$ cat src/rtl/seg7_scan_ctrl.sv
// Multiplexed seven-segment scan controller: drives N_DIGITS common-anode digits
// from a frame-coherent snapshot of the hex bus, with inter-digit blanking and leading-zero suppression.
module seg7_scan_ctrl #(
    parameter int N_DIGITS     = 8,
    parameter int REFRESH_DIV  = 100000,
    parameter int BLANK_CYCLES = 1000
) (
    input  logic                    ck,
    input  logic                    rst_n,
    input  logic                    en,
    input  logic [4*N_DIGITS-1:0]   digits,
    input  logic [N_DIGITS-1:0]     dp,
    input  logic [N_DIGITS-1:0]     blank,
    input  logic                    lz_suppress,
    output logic [N_DIGITS-1:0]     an,
    output logic [6:0]              c,
    output logic                    dp_out,
    output logic                    frame_start
);
    localparam int CW = (REFRESH_DIV > 1) ? $clog2(REFRESH_DIV) : 1;
    localparam int SW = (N_DIGITS > 1) ? $clog2(N_DIGITS) : 1;
    localparam logic [CW-1:0] CNT_MAX = CW'(REFRESH_DIV - 1);
    localparam logic [SW-1:0] SEL_MAX = SW'(N_DIGITS - 1);

    typedef enum logic {
        ST_BLANK = 1'b0,
        ST_DRIVE = 1'b1
    } phase_t;

    phase_t               state, state_nxt;
    logic [CW-1:0]        cnt, cnt_nxt;
    logic [SW-1:0]        sel, sel_nxt;
    logic                 en_q;
    logic                 load, load_q;
    logic                 slot_wrap, frame_wrap;

    logic [3:0]           sh_dig [N_DIGITS];
    logic [N_DIGITS-1:0]  sh_dp;
    logic [N_DIGITS-1:0]  sh_blank;
    logic                 sh_lz;
    logic [N_DIGITS-1:0]  dark;

    logic                 drive;
    logic [N_DIGITS-1:0]  an_nxt;
    logic [6:0]           c_nxt;
    logic                 dp_nxt;

    function automatic logic [6:0] hex_seg(input logic [3:0] v);
        case (v)
            4'h0: hex_seg = 7'b0000001;
            4'h1: hex_seg = 7'b1001111;
            4'h2: hex_seg = 7'b0010010;
            4'h3: hex_seg = 7'b0000110;
            4'h4: hex_seg = 7'b1001100;
            4'h5: hex_seg = 7'b0100100;
            4'h6: hex_seg = 7'b0100000;
            4'h7: hex_seg = 7'b0001111;
            4'h8: hex_seg = 7'b0000000;
            4'h9: hex_seg = 7'b0000100;
            4'hA: hex_seg = 7'b0001000;
            4'hB: hex_seg = 7'b1100000;
            4'hC: hex_seg = 7'b0110001;
            4'hD: hex_seg = 7'b1000010;
            4'hE: hex_seg = 7'b0110000;
            default: hex_seg = 7'b0111000;
        endcase
    endfunction

    assign slot_wrap  = (cnt == CNT_MAX);
    assign frame_wrap = slot_wrap && (sel == SEL_MAX);
    // A rising enable loads a fresh snapshot and holds the counters for that cycle,
    // so the first frame after enable has full-length slots like every other frame.
    assign load       = en && (!en_q || frame_wrap);

    always_comb begin
        cnt_nxt = cnt;
        sel_nxt = sel;
        if (!en || !en_q) begin
            cnt_nxt = '0;
            sel_nxt = '0;
        end else if (slot_wrap) begin
            cnt_nxt = '0;
            sel_nxt = (sel == SEL_MAX) ? '0 : sel + 1'b1;
        end else begin
            cnt_nxt = cnt + 1'b1;
        end
    end

    always_comb begin
        int nxt_i;
        nxt_i     = int'(cnt_nxt);
        state_nxt = ST_BLANK;
        if (en && (nxt_i >= BLANK_CYCLES)) begin
            state_nxt = ST_DRIVE;
        end
    end

    always_ff @(posedge ck or negedge rst_n) begin
        if (!rst_n) begin
            state  <= ST_BLANK;
            cnt    <= '0;
            sel    <= '0;
            en_q   <= 1'b0;
            load_q <= 1'b0;
        end else begin
            state  <= state_nxt;
            cnt    <= cnt_nxt;
            sel    <= sel_nxt;
            en_q   <= en;
            load_q <= load;
        end
    end

    always_ff @(posedge ck or negedge rst_n) begin
        if (!rst_n) begin
            for (int i = 0; i < N_DIGITS; i++) begin
                sh_dig[i] <= 4'h0;
            end
            sh_dp    <= '0;
            sh_blank <= '0;
            sh_lz    <= 1'b0;
        end else if (load) begin
            for (int i = 0; i < N_DIGITS; i++) begin
                sh_dig[i] <= digits[4*i +: 4];
            end
            sh_dp    <= dp;
            sh_blank <= blank;
            sh_lz    <= lz_suppress;
        end
    end

    // Suppression runs down from the top digit and stops at the first nonzero or blanked digit.
    always_comb begin
        logic run;
        run  = sh_lz;
        dark = sh_blank;
        for (int i = N_DIGITS - 1; i >= 1; i--) begin
            run = run && (sh_dig[i] == 4'h0) && !sh_blank[i];
            if (run) begin
                dark[i] = 1'b1;
            end
        end
    end

    always_comb begin
        drive  = en && en_q && (state == ST_DRIVE) && !dark[sel];
        an_nxt = '1;
        c_nxt  = 7'b1111111;
        dp_nxt = 1'b1;
        if (drive) begin
            an_nxt = ~(N_DIGITS'(1) << sel);
            c_nxt  = hex_seg(sh_dig[sel]);
            dp_nxt = ~sh_dp[sel];
        end
    end

    always_ff @(posedge ck or negedge rst_n) begin
        if (!rst_n) begin
            an          <= '1;
            c           <= 7'b1111111;
            dp_out      <= 1'b1;
            frame_start <= 1'b0;
        end else begin
            an          <= an_nxt;
            c           <= c_nxt;
            dp_out      <= dp_nxt;
            frame_start <= load_q && en;
        end
    end

endmodule
$ cat config.mk
export PLATFORM = sky130hd
export DESIGN_NAME = seg7_scan_ctrl
export DESIGN_NICKNAME = d
export VERILOG_FILES = /design/src/rtl/seg7_scan_ctrl.sv
export SDC_FILE = /design/constraint.sdc
export NUM_CORES = 1
export LEC_CHECK = 0
export ABC_CLOCK_PERIOD_IN_PS = 2200
export BUFFER_PORTS_ARGS = -buffer_cell sky130_fd_sc_hd__buf_2
export CORE_MARGIN = 2
export CORE_UTILIZATION = 51
export CTS_CLUSTER_DIAMETER = 40
export DETAILED_ROUTE_END_ITERATION = 16
export GPL_TIMING_DRIVEN = 0
export PLACE_DENSITY = 0.75
export RECOVER_POWER = 100
export SLEW_MARGIN = 20
export SYNTH_ARGS = -nofsm -noshare
export SYNTH_HDL_FRONTEND = slang
export SYNTH_SLANG_ARGS = --single-unit
$ cat constraint.sdc
create_clock -name ck -period 2.2 [get_ports ck]
set_input_delay 0.44 -clock ck [delete_from_list [all_inputs] [get_ports ck]]
set_output_delay 0.44 -clock ck [all_outputs]
set_load 0.005 [all_outputs]
==> summary.md, run 1 <==
| Metric | Value |
|---|---|
| Syn Std Cell Area | `around 4400 um2` |
| Die height | `just under 100 um` |
| Synth Net Count | `between 400 and 500` |
| Final wirelength | `about 12 mm` |
| Sw frac | `about 28%` |
| Worst slew pin tran | `between 1 and 1.5 ns` |
| Simple-gate share of the synthesized area | `between 10% and 20%` |
| Synth area leaders | `dfrtp_1 (42%), mux2_1 (13%), dfstp_2 (9.6%)` |
| Routed vias | `approximately 3600` |
| TritonRoute pass-1 iters | `5` |
| Flop-to-flop setup slack | `-0.02 ns` |
| Yosys reg bits | `89` |
| Avg Inst Size Synth | `12.11 um2` |
| Register area share after synthesis | `51.11%` |
| CP max FO | `5` |
| Reg2reg start | `sh_dig[3]` |
| I/O Buffers | `68` |
| Initial core utilization | `between 50% and 60%` |
| Finished Core Util | `between 70 and 80%` |
| VDD IR max | `between 0.0004 and 0.0005 V` |
| Post-route setup slack | `-0.01624 ns` |
| Reg2reg end | `c[3]` |
| Number of synthesized flops with an enable pin | `0` |
| Final net count | `547` |
| Wire per inst | `~20 um` |
| Leakage | `~2.6 nW` |
| Hold crit path type | `in2async` |
| DP HPWL | `slightly below 7 mm` |
| RSZ-0062 raised after global routing | `yes` |
| Power density cells | `~630 nW/um2` |
| Register area | `2251 um2` |
| Period utilization | `100.7%` |
| Critical path capture point type | `flop` |
| Total gr overflow | `0` |
| Non-filler cells, final | `approximately 590` |
| Status | `complete, but fails checks` |
| Core area | `between 8000 and 9000 um2` |
| Failing checks | `setup timing` |
| Dpl cells | `about 540` |
| Die ar. | `9380 um2` |
| Num CTS Buffers | `9` |
| Switching pwr | `roughly 1.1 mW` |
| Multi-input logic area | `around 2400 um2` |
| Area fraction of the dominant cell type after synthesis | `between 40% and 50%` |
| CTS tree | `done` |
| Vias per cell | `just over 6` |
| Post-synthesis adder-cell area fraction | `3.699%` |
| Req. time, crit path | `about 2.5 ns` |
| Hold Vio Cnt, Final | `0` |
| Antenna Nets Post-Route | `0` |
| CTS H-Tree Depth | `3` |
| Layout cells sized above 1 | `just under 50%` |
| Post-synth top area cell | `dfrtp_1` |
| Synth unique cells | `53` |
| Warnings, synthesis | `0` |
| Worst Skew | `approximately 0.015 ns` |
| Hold buffer count at cts | `0` |
| Setup WS pre-CTS | `-0.3893 ns` |
| # IOs | `a little under 70` |
| Power share of the clock group | `about a third` |
| Fillers | `around 520` |
| Main combinational cell family by area after synthesis | `multiplexers` |
| Initial antenna violation count | `0` |
| Asr flop ratio synth | `between 90% and 100%` |
| # DRC | `0` |
| Sequential share of power | `50.6%` |
| Total clock sinks | `between 80 and 90` |
| Antenna cells | `0` |
| Mapped Cells | `363` |
| Relative slew slack | `27.18%` |
| Routability cong. | `approximately 0.8` |
| Compound-Gate Fraction of Synth Area | `under 10%` |
| Initial DRC Count | `between 400 and 500` |
| Critical path arrival | `roughly 2.5 ns` |
| Cell internal pwr | `about 2.7 mW` |
| Setup_tns | `-0.05362 ns` |
| Combinational fraction of design power | `17.5%` |
| Vias in the first global route | `3361` |
| Min Tclk post-route | `about 2.2 ns` |
| F_max | `about 450 MHz` |
| Clock slew at reported path FFs | `around 0.10 ns` |
| FP Rows | `33` |
| Root Driver | `clkbuf_8` |
| Die width | `between 90 and 100 um` |
| Crit Path Class | `reg2reg` |
| Total GRT Usage | `a little over a fifth` |
| Synthesis-to-layout area growth | `36.06%` |
| Reg2reg path depth | `7` |
| Maxcap violations | `0` |
| Post-synthesis mux area share | `between 15 and 20%` |
| Post-Synth XOR/XNOR Area | `around 3.2%` |
| Final Slew Violations | `0` |
| First-pass GRT wire length | `16.30 mm` |
| Primary FF master, synth | `dfrtp_1` |
| Final setup fails | `6` |
| Worst-Skew Late Latency | `roughly 0.38 ns` |
| Pin count of the biggest net entering global routing | `50` |
| Critical path launch point type | `flop` |
| Clock Path Buffers | `2` |
[stage by stage]
step | power [mW] | cell area [um2] | hold slack, ns
floorplan | 2.162 | 4432 | 0.1444
detailed placement | 2.347 | 4933 | 0.4596
global placement | 2.318 | 4903 | 0.4666
global route | 3.905 | 5982 | 0.2743
finish | 3.765 | 5982 | 0.2092
CTS | 3.541 | 5379 | 0.06727
[worst max-delay path by stage]
stage              start   end  slack (ns)  cells after the start
2_1_floorplan     sel[0]  c[0]       0.006                     11
3_3_place_gp      sel[1]  c[0]       -0.36                     11
3_5_place_dp      sel[1]  c[0]       -0.39                     11
4_1_cts        sh_dig[4]  c[4]       0.007                      7
5_1_grt        sh_dig[3]  c[3]       -0.08                      7
6_report       sh_dig[3]  c[3]       -0.02                      7
[per-layer routing]
metal  part of all wire, %  track usage, %
met2                    50           36.00
met1                    40           28.83
met5                     0               0
met3                   6.6           4.552
met4                   3.3           6.392
[timing repair]
item / in CTS / in global routing
gates cloned: 0 / 7
pin swaps: 8 / 18
buffers inserted: 15 / 18
endpoints found under the setup margin: 72 / 76
gates resized for setup: 33 / 94
hold endpoints to repair: 0 / 0
[worst max-delay path, cell delays in order (launching register included)]
cell	delay [ns]
dfrtp_1	0.41
or4b_4	0.59
nor4_4	0.22
buf_4	0.19
a211oi_2	0.08
o311a_4	0.39
nor3b_4	0.19
o21ai_1	0.08
[cell usage after synthesis (5+ instances only)]
library cell and instances:
dfstp_2 16, nand2_1 27, mux2_1 49, mux2i_1 6, mux4_2 10, buf_2 9, clkbuf_1 6, nor3_1 6
xnor2_1 10, nor2_1 32, nand4_1 8, dfrtp_1 73, inv_1 9, ha_1 13, or4_1 7, nand3_1 10
a21oi_1 6, xor2_1 6, and3_1 5
[flip-flops by register name, summed over array words and instances, names as in the netlist]
register / count
sh_dig: 32
cnt: 17
an: 8
sh_blank: 8
sh_dp: 8
c: 7
sel: 3
dp_out: 1
en_q: 1
frame_start: 1
load_q: 1
sh_lz: 1
state: 1
[cell usage in the layout (no fill, tap or decap), types with 11 or more instances in the layout]
cell type   n
mux2_4     30
nor2_1     30
buf_2      65
dfstp_2    16
ha_1       11
buf_4      29
nand2_1    22
mux2_1     20
dfrtp_1    70
[final cells by class]
type | instances | area share, %
plain buffers | 16 | 3.054
clock buffers | 10 | 2.301
clock inverters | 6 | 1.109
inverters | 11 | 0.6902
multi-input cells | 248 | 40.72
flip-flops and latches | 89 | 37.63
well taps | 105 | 2.196
repair buffers | 107 | 12.30
[power by group through the flow]
stage | logic, mW | clock network [mW] | registers (mW)
2_1_floorplan | 0.295 | 0 | 1.87
3_3_place_gp | 0.414 | 0 | 1.90
3_5_place_dp | 0.436 | 0 | 1.91
4_1_cts | 0.471 | 1.19 | 1.88
5_1_grt | 0.707 | 1.28 | 1.92
6_report | 0.659 | 1.20 | 1.90
[cell families after synthesis]
| logic type | after synthesis |
|---|---|
| and+or+nand+nor | 119 |
| xor gates and xnor gates | 16 |
| AOI/OAI and AO/OA | 31 |
| buffers and inverters | 28 |
| adders and majority gates | 13 |
| DFF | 89 |
| muxes | 67 |
No activity file was read; power rests on OpenSTA's default activity.
==> run 2: changes to the inputs <==
Settings changed: CORE_UTILIZATION 51 to 45, PLACE_DENSITY 0.75 to 0.67.
==> run 2 against run 1 <==
Effect of this change: the flow still finishes with violations (setup timing); die area is 13% higher; clock power is essentially flat; final cell count is 3.2% higher; first-iteration DRC count decreased by 62%; wire length down 7.1%; worst setup slack worse by 0.061 ns; combinational power up 3.2%; sequential cell count did not move; clock skew increased by 0.0016 ns; critical endpoint is now sh_blank[6].
==> summary.md, run 2 (synthesis results as in run 1) <==
| Metric | Value |
|---|---|
| Non-filler cells, final | `around 600` |
| Initial DRC Count | `170` |
| I/O Buffers | `slightly below 70` |
| First-pass GRT wire length | `about 16 mm` |
| Initial antenna violation count | `0` |
| Num CTS Buffers | `9` |
| Initial core utilization | `between 40% and 50%` |
| Core area | `~9600 um2` |
| Worst slew pin tran | `1.006 ns` |
| Biggest register | `sh_dig` |
| Largest registers | `sh_dig (32), cnt (17)` |
| Req. time, crit path | `between 2 and 2.5 ns` |
| Die height | `102.8 um` |
| Antenna cells | `0` |
| Critical path launch point type | `flop` |
| Status | `complete, but fails checks` |
| Total gr overflow | `0` |
| Root Driver | `clkbuf_8` |
| Routed vias | `3346` |
| Die ar. | `approximately 11000 um2` |
| FP Rows | `36` |
| Leakage | `between 2 and 3 nW` |
| Critical-path cell list | `or4b_4 > o41ai_4 > nand2_2 > buf_12 > clkbuf_16 > mux2_4` |
| Slowest cell on the critical path | `or4b_4` |
| Overall Power | `roughly 3.8 mW` |
| Final Slew Violations | `0` |
| Finished Core Util | `61.21%` |
| Max incr delay on CP | `about 0.6 ns` |
| Total clock sinks | `between 80 and 90` |
| Power density cells | `approximately 640 nW/um2` |
| CTS tree | `done` |
| Total GRT Usage | `between 20 and 25%` |
| Period utilization | `103.5%` |
| Min Tclk post-route | `2.277 ns` |
| Most frequent cells in the layout | `dfrtp_1 (71), buf_2 (55), mux2_4 (49)` |
| Worst-Skew Late Latency | `~0.38 ns` |
| # IOs | `69` |
| Maxcap violations | `0` |
| Relative slew slack | `32.95%` |
| Routability cong. | `about 0.86` |
| # DRC | `0` |
| Die width | `102.8 um` |
| Crit Path Class | `reg2reg` |
| Vias per cell | `5.476` |
| Antenna Nets Post-Route | `0` |
| Dpl cells | `between 500 and 600` |
| Failing checks | `setup timing` |
| Final wirelength | `around 11 mm` |
| Synthesis-to-layout area growth | `34.21%` |
| CP max FO | `6` |
| Worst Skew | `about 0.016 ns` |
| Crit path buffers/inverters | `2` |
| Critical path capture point type | `flop` |
| Layout cells sized above 1 | `around 47%` |
| Final net count | `538` |
| Vias in the first global route | `3247` |
| Clock slew at reported path FFs | `0.10 ns` |
| Post-route setup slack | `-0.07700 ns` |
| TritonRoute pass-1 iters | `5` |
| F_max | `around 440 MHz` |
| Critical path arrival | `~2.5 ns` |
| DP HPWL | `between 6 and 7 mm` |
| Final setup fails | `53` |
| Fillers | `between 700 and 800` |
| Top delay family on crit path | `simple AND/OR/NAND/NOR gates` |
| Wire per inst | `roughly 18 um` |
| Hold Vio Cnt, Final | `0` |
| Clock Path Buffers | `2` |
| Fin Hold WS | `approximately 0.22 ns` |
| VDD IR max | `a little over 0.0004 V` |
| Pin count of the biggest net entering global routing | `52` |
| CTS H-Tree Depth | `3` |
| Hold crit path type | `in2async` |
| RSZ-0062 raised after global routing | `yes` |
| Most common cell after layout, fill and taps aside | `dfrtp_1` |
| Number of flip-flops in the largest register | `32` |
[run 2: timing repair]
item / in CTS / in global routing
endpoints found under the hold margin: 0 / 0
pin swaps: 10 / 6
endpoints found under the setup margin: 72 / 72
hold buffers: 0 / 0
buffers inserted: 19 / 8
resized for setup: 43 / 71
gates cloned: 1 / 5
[run 2: worst paths after layout]
path | start | end | slack, ns | depth (start not counted)
setup / recovery | cnt[12] | sh_blank[6] | -0.08 | 6
hold / removal | rst_n | sh_dig[24] | 0.22 | 1
setup reg to reg | cnt[12] | sh_blank[6] | -0.08 | 6
hold reg to reg | sh_dp[7] | sh_dp[7] | 0.52 | 1
max in group asynchronous | rst_n | cnt[5] | 0.61 | 2
min in group ck | digits[31] | sh_dig[3] | 0.29 | 2
[run 2: layer usage]
metal,part of all wire [%],GRT usage [%]
met4,2.0,7.186
met5,0,0
met1,45,28.08
met3,5.1,3.254
met2,48,33.74
[run 2: layout make-up]
class / count / area (um2) / share of cell area [%]
buffer: 15 / 177.7 / 3.011
sequential: 89 / 2250 / 38.13
clock buffer: 10 / 137.6 / 2.332
inverter: 11 / 41.29 / 0.6997
multi-input combinational: 246 / 2357 / 39.95
tap: 133 / 166.4 / 2.820
clock inverter: 6 / 72.57 / 1.230
timing repair buffer: 101 / 698.2 / 11.83
[run 2: power breakdown]
part | internal [mW] | leakage, nW | switching [mW] | total [mW]
clock | 0.570 | 0.104 | 0.635 | 1.20
combinational | 0.404 | 1.49 | 0.276 | 0.680
sequential | 1.77 | 1.07 | 0.132 | 1.91
[run 2: metrics by stage]
| step | setup WS (ns) | setup TNS, ns | instance area, um2 |
|---|---|---|---|
| after detailed placement | -0.3898 | -10.99 | 4969 |
| after CTS | 0.007249 | 0 | 5509 |
| after global routing | -0.1274 | -5.605 | 5901 |
| after global placement | -0.3729 | -12.67 | 4938 |
| final | -0.07700 | -3.065 | 5901 |
| after floorplan | 0.006420 | 0 | 4432 |
[run 2: worst register-to-register path, stage by stage, from the launching register on]
cell	delay, ns
dfrtp_1	0.40
or4b_4	0.59
o41ai_4	0.38
nand2_2	0.15
buf_12	0.19
clkbuf_16	0.16
mux2_4	0.30
==> run 3: changes to the inputs <==
Settings changed: ABC_AREA set to 1.
==> run 3 against run 2 <==
Effect of this change: the run ends with capacitance limit, slew limit left; first-iteration DRC count up 12%; worst setup slack better by 0.18 ns; total power down 2.1%; critical endpoint is now c[4]; final cell count up 31%; hold slack better by 0.061 ns; clock power about the same.
==> summary.md, run 3 <==
| Metric | Value |
|---|---|
| Maxcap violations | `1` |
| Final net count | `around 730` |
| Synth Net Count | `about 640` |
| Syn Std Cell Area | `4538 um2` |
| Total GRT Usage | `20.33%` |
| Worst Skew | `roughly 0.0081 ns` |
| Largest registers | `sh_dig (32), cnt (17)` |
| Post-synth top area cell | `dfrtp_1` |
| Synth area leaders | `dfrtp_1 (40%), nand2_1 (16%), dfstp_2 (9.3%)` |
| RSZ-0062 raised after global routing | `yes` |
| Hold crit path type | `in2reg` |
| Root Driver | `clkbuf_8` |
| Avg Inst Size Synth | `7.865 um2` |
| Multi-input logic area | `1928 um2` |
| Primary FF master, synth | `dfrtp_1` |
| Warnings, synthesis | `0` |
| TritonRoute pass-1 iters | `4` |
| Vias in the first global route | `3846` |
| Worst-Skew Late Latency | `between 0.3 and 0.4 ns` |
| Critical path launch point type | `flop` |
| Initial antenna violation count | `0` |
| Dpl cells | `just under 800` |
| Critical path capture point type | `flop` |
| Area fraction of the dominant cell type after synthesis | `40.25%` |
| Failing checks | `capacitance limit, slew limit` |
| Leakage | `2.725 nW` |
| CTS H-Tree Depth | `3` |
| Mapped Cells | `577` |
| Most frequent cell after synthesis | `nand2_1` |
| Initial core utilization | `~46%` |
| Final setup fails | `0` |
| Hold Vio Cnt, Final | `0` |
| Min Tclk post-route | `2.095 ns` |
| Die ar. | `between 10000 and 15000 um2` |
| F_max | `477.2 MHz` |
| Total clock sinks | `89` |
| Asr flop ratio synth | `100.0%` |
| Overall Power | `about 3.7 mW` |
| Routed vias | `between 3000 and 4000` |
| Routability cong. | `between 0.8 and 0.9` |
| # DRC | `0` |
| CTS tree | `done` |
| Die width | `104.4 um` |
| I/O Buffers | `68` |
| Critical path arrival | `2.37 ns` |
| Antenna Nets Post-Route | `0` |
| Vias per cell | `~4.9` |
| Power density cells | `around 700 nW/um2` |
| VDD IR max | `0.0003416 V` |
| Relative slew slack | `-7.115%` |
| Wire per inst | `13.21 um` |
| Most common cell after layout, fill and taps aside | `nand2_1` |
| Worst slew pin tran | `between 1.5 and 2 ns` |
| CP max FO | `10` |
| Num CTS Buffers | `9` |
| Non-filler cells, final | `between 700 and 800` |
| Initial DRC Count | `between 150 and 200` |
| Req. time, crit path | `about 2.5 ns` |
| Clock slew at reported path FFs | `roughly 0.09 ns` |
| Antenna cells | `0` |
| Pin count of the biggest net entering global routing | `60` |
| Core area | `slightly below 10000 um2` |
| Period utilization | `between 90% and 100%` |
| Register area share after synthesis | `about half` |
| Fillers | `about 1000` |
| Synth unique cells | `34` |
| Yosys reg bits | `a little under 90` |
| Synthesis-to-layout area growth | `17.18%` |
| Crit Path Class | `reg2reg` |
| # IOs | `~70` |
| Number of synthesized flops with an enable pin | `0` |
| Final Slew Violations | `32` |
| Total gr overflow | `0` |
| Most frequent cells in the layout | `nand2_1 (195), dfrtp_1 (72), buf_2 (68)` |
| First-pass GRT wire length | `around 18 mm` |
| Register area | `about 2200 um2` |
| Die height | `between 100 and 150 um` |
| Most frequent cells after synthesis | `nand2_1 (194), dfrtp_1 (73), inv_1 (60), nor2_1 (53), nand3_1 (42)` |
| Biggest register | `sh_dig` |
| Final wirelength | `10.54 mm` |
| FP Rows | `36` |
| Number of flip-flops in the largest register | `32` |
| Clock Path Buffers | `2` |
| Status | `complete, but fails checks` |
| DP HPWL | `7.915 mm` |
| Layout cells sized above 1 | `roughly 20%` |
| Hold buffer count at cts | `0` |
## run 3: cell type report
cell class	instances	area share [%]
Multi-Input combinational cell	402	36.26
Tap cell	133	3.129
Timing Repair Buffer	72	6.894
Buffer	22	2.894
Sequential cell	89	42.28
Clock buffer	11	2.471
Inverter	64	4.565
Clock inverter	5	1.506
## run 3: worst paths after layout
| path | startpoint | to | slack, ns | cells after the start |
|---|---|---|---|---|
| min reg2reg | load_q | frame_start | 0.44 | 2 |
| max | sel[0] | c[4] | 0.10 | 11 |
| min | digits[10] | sh_dig[22] | 0.28 | 3 |
| min in group asynchronous | rst_n | sh_dig[11] | 0.48 | 1 |
| max in group asynchronous | rst_n | sel[1] | 0.49 | 2 |
| max reg2reg | sel[0] | c[4] | 0.10 | 11 |
## run 3: worst max-delay path, stage by stage (launching register included)
cell	delay (ns)
dfrtp_1	0.42
buf_6	0.16
clkbuf_4	0.20
o21ai_1	0.17
o21ai_2	0.09
o21ai_2	0.26
ha_2	0.24
inv_1	0.07
nand3_1	0.11
nor2_1	0.05
a31oi_1	0.16
nand3_1	0.10
## run 3: timing repair
item | in CTS | in global routing
hold endpoints to repair | 0 | 0
setup buffers | 1 | 2
endpoints found under the setup margin | 7 | 8
gates resized for setup | 6 | 13
pin swaps | 1 | 2
## run 3: cells by family after synthesis
logic type	synth area share, %
AOI/OAI and AO/OA	9.374
DFF	49.52
xor gates and xnor gates	0.7719
and+or+nand+nor	28.34
adders and majority gates	3.584
buffers and inverters	8.409
## run 3: report_power, final
group | total (mW) | internal (mW) | switching (mW) | leakage, nW
Combinational | 0.661 | 0.246 | 0.414 | 1.52
Clock | 1.21 | 0.639 | 0.574 | 0.0995
Sequential | 1.84 | 1.76 | 0.0818 | 1.10
Total | 3.71 | 2.64 | 1.07 | 2.73
## run 3: metal layers
| metal | share of wire (%) | GRT usage [%] | wire length (um) | up-vias |
|---|---|---|---|---|
| li1 | - | - | - | 2000 |
| met1 | 47 | 27.29 | 4959 | 1841 |
| met2 | 48 | 33.52 | 5050 | 82 |
| met3 | 3.1 | 2.694 | 331 | 16 |
| met4 | 1.9 | 7.819 | 198 | 0 |
| met5 | 0 | 0 | 0 | - |
## run 3: stage by stage
step                      hold slack [ns]  util [%]  setup TNS (ns)  area (um2)  setup slack (ns)
after floorplan                    0.1444         -               0        4538            0.2624
after global placement             0.4184     51.61          -5.117        5045           -0.1386
after detailed placement           0.4048     51.92         -0.6960        5075           -0.1582
after CTS                         0.01605     54.28               0        5305           0.03511
after global routing               0.2746     54.40         -0.1488        5318          -0.04987
final                              0.2757     54.40               0        5318            0.1045
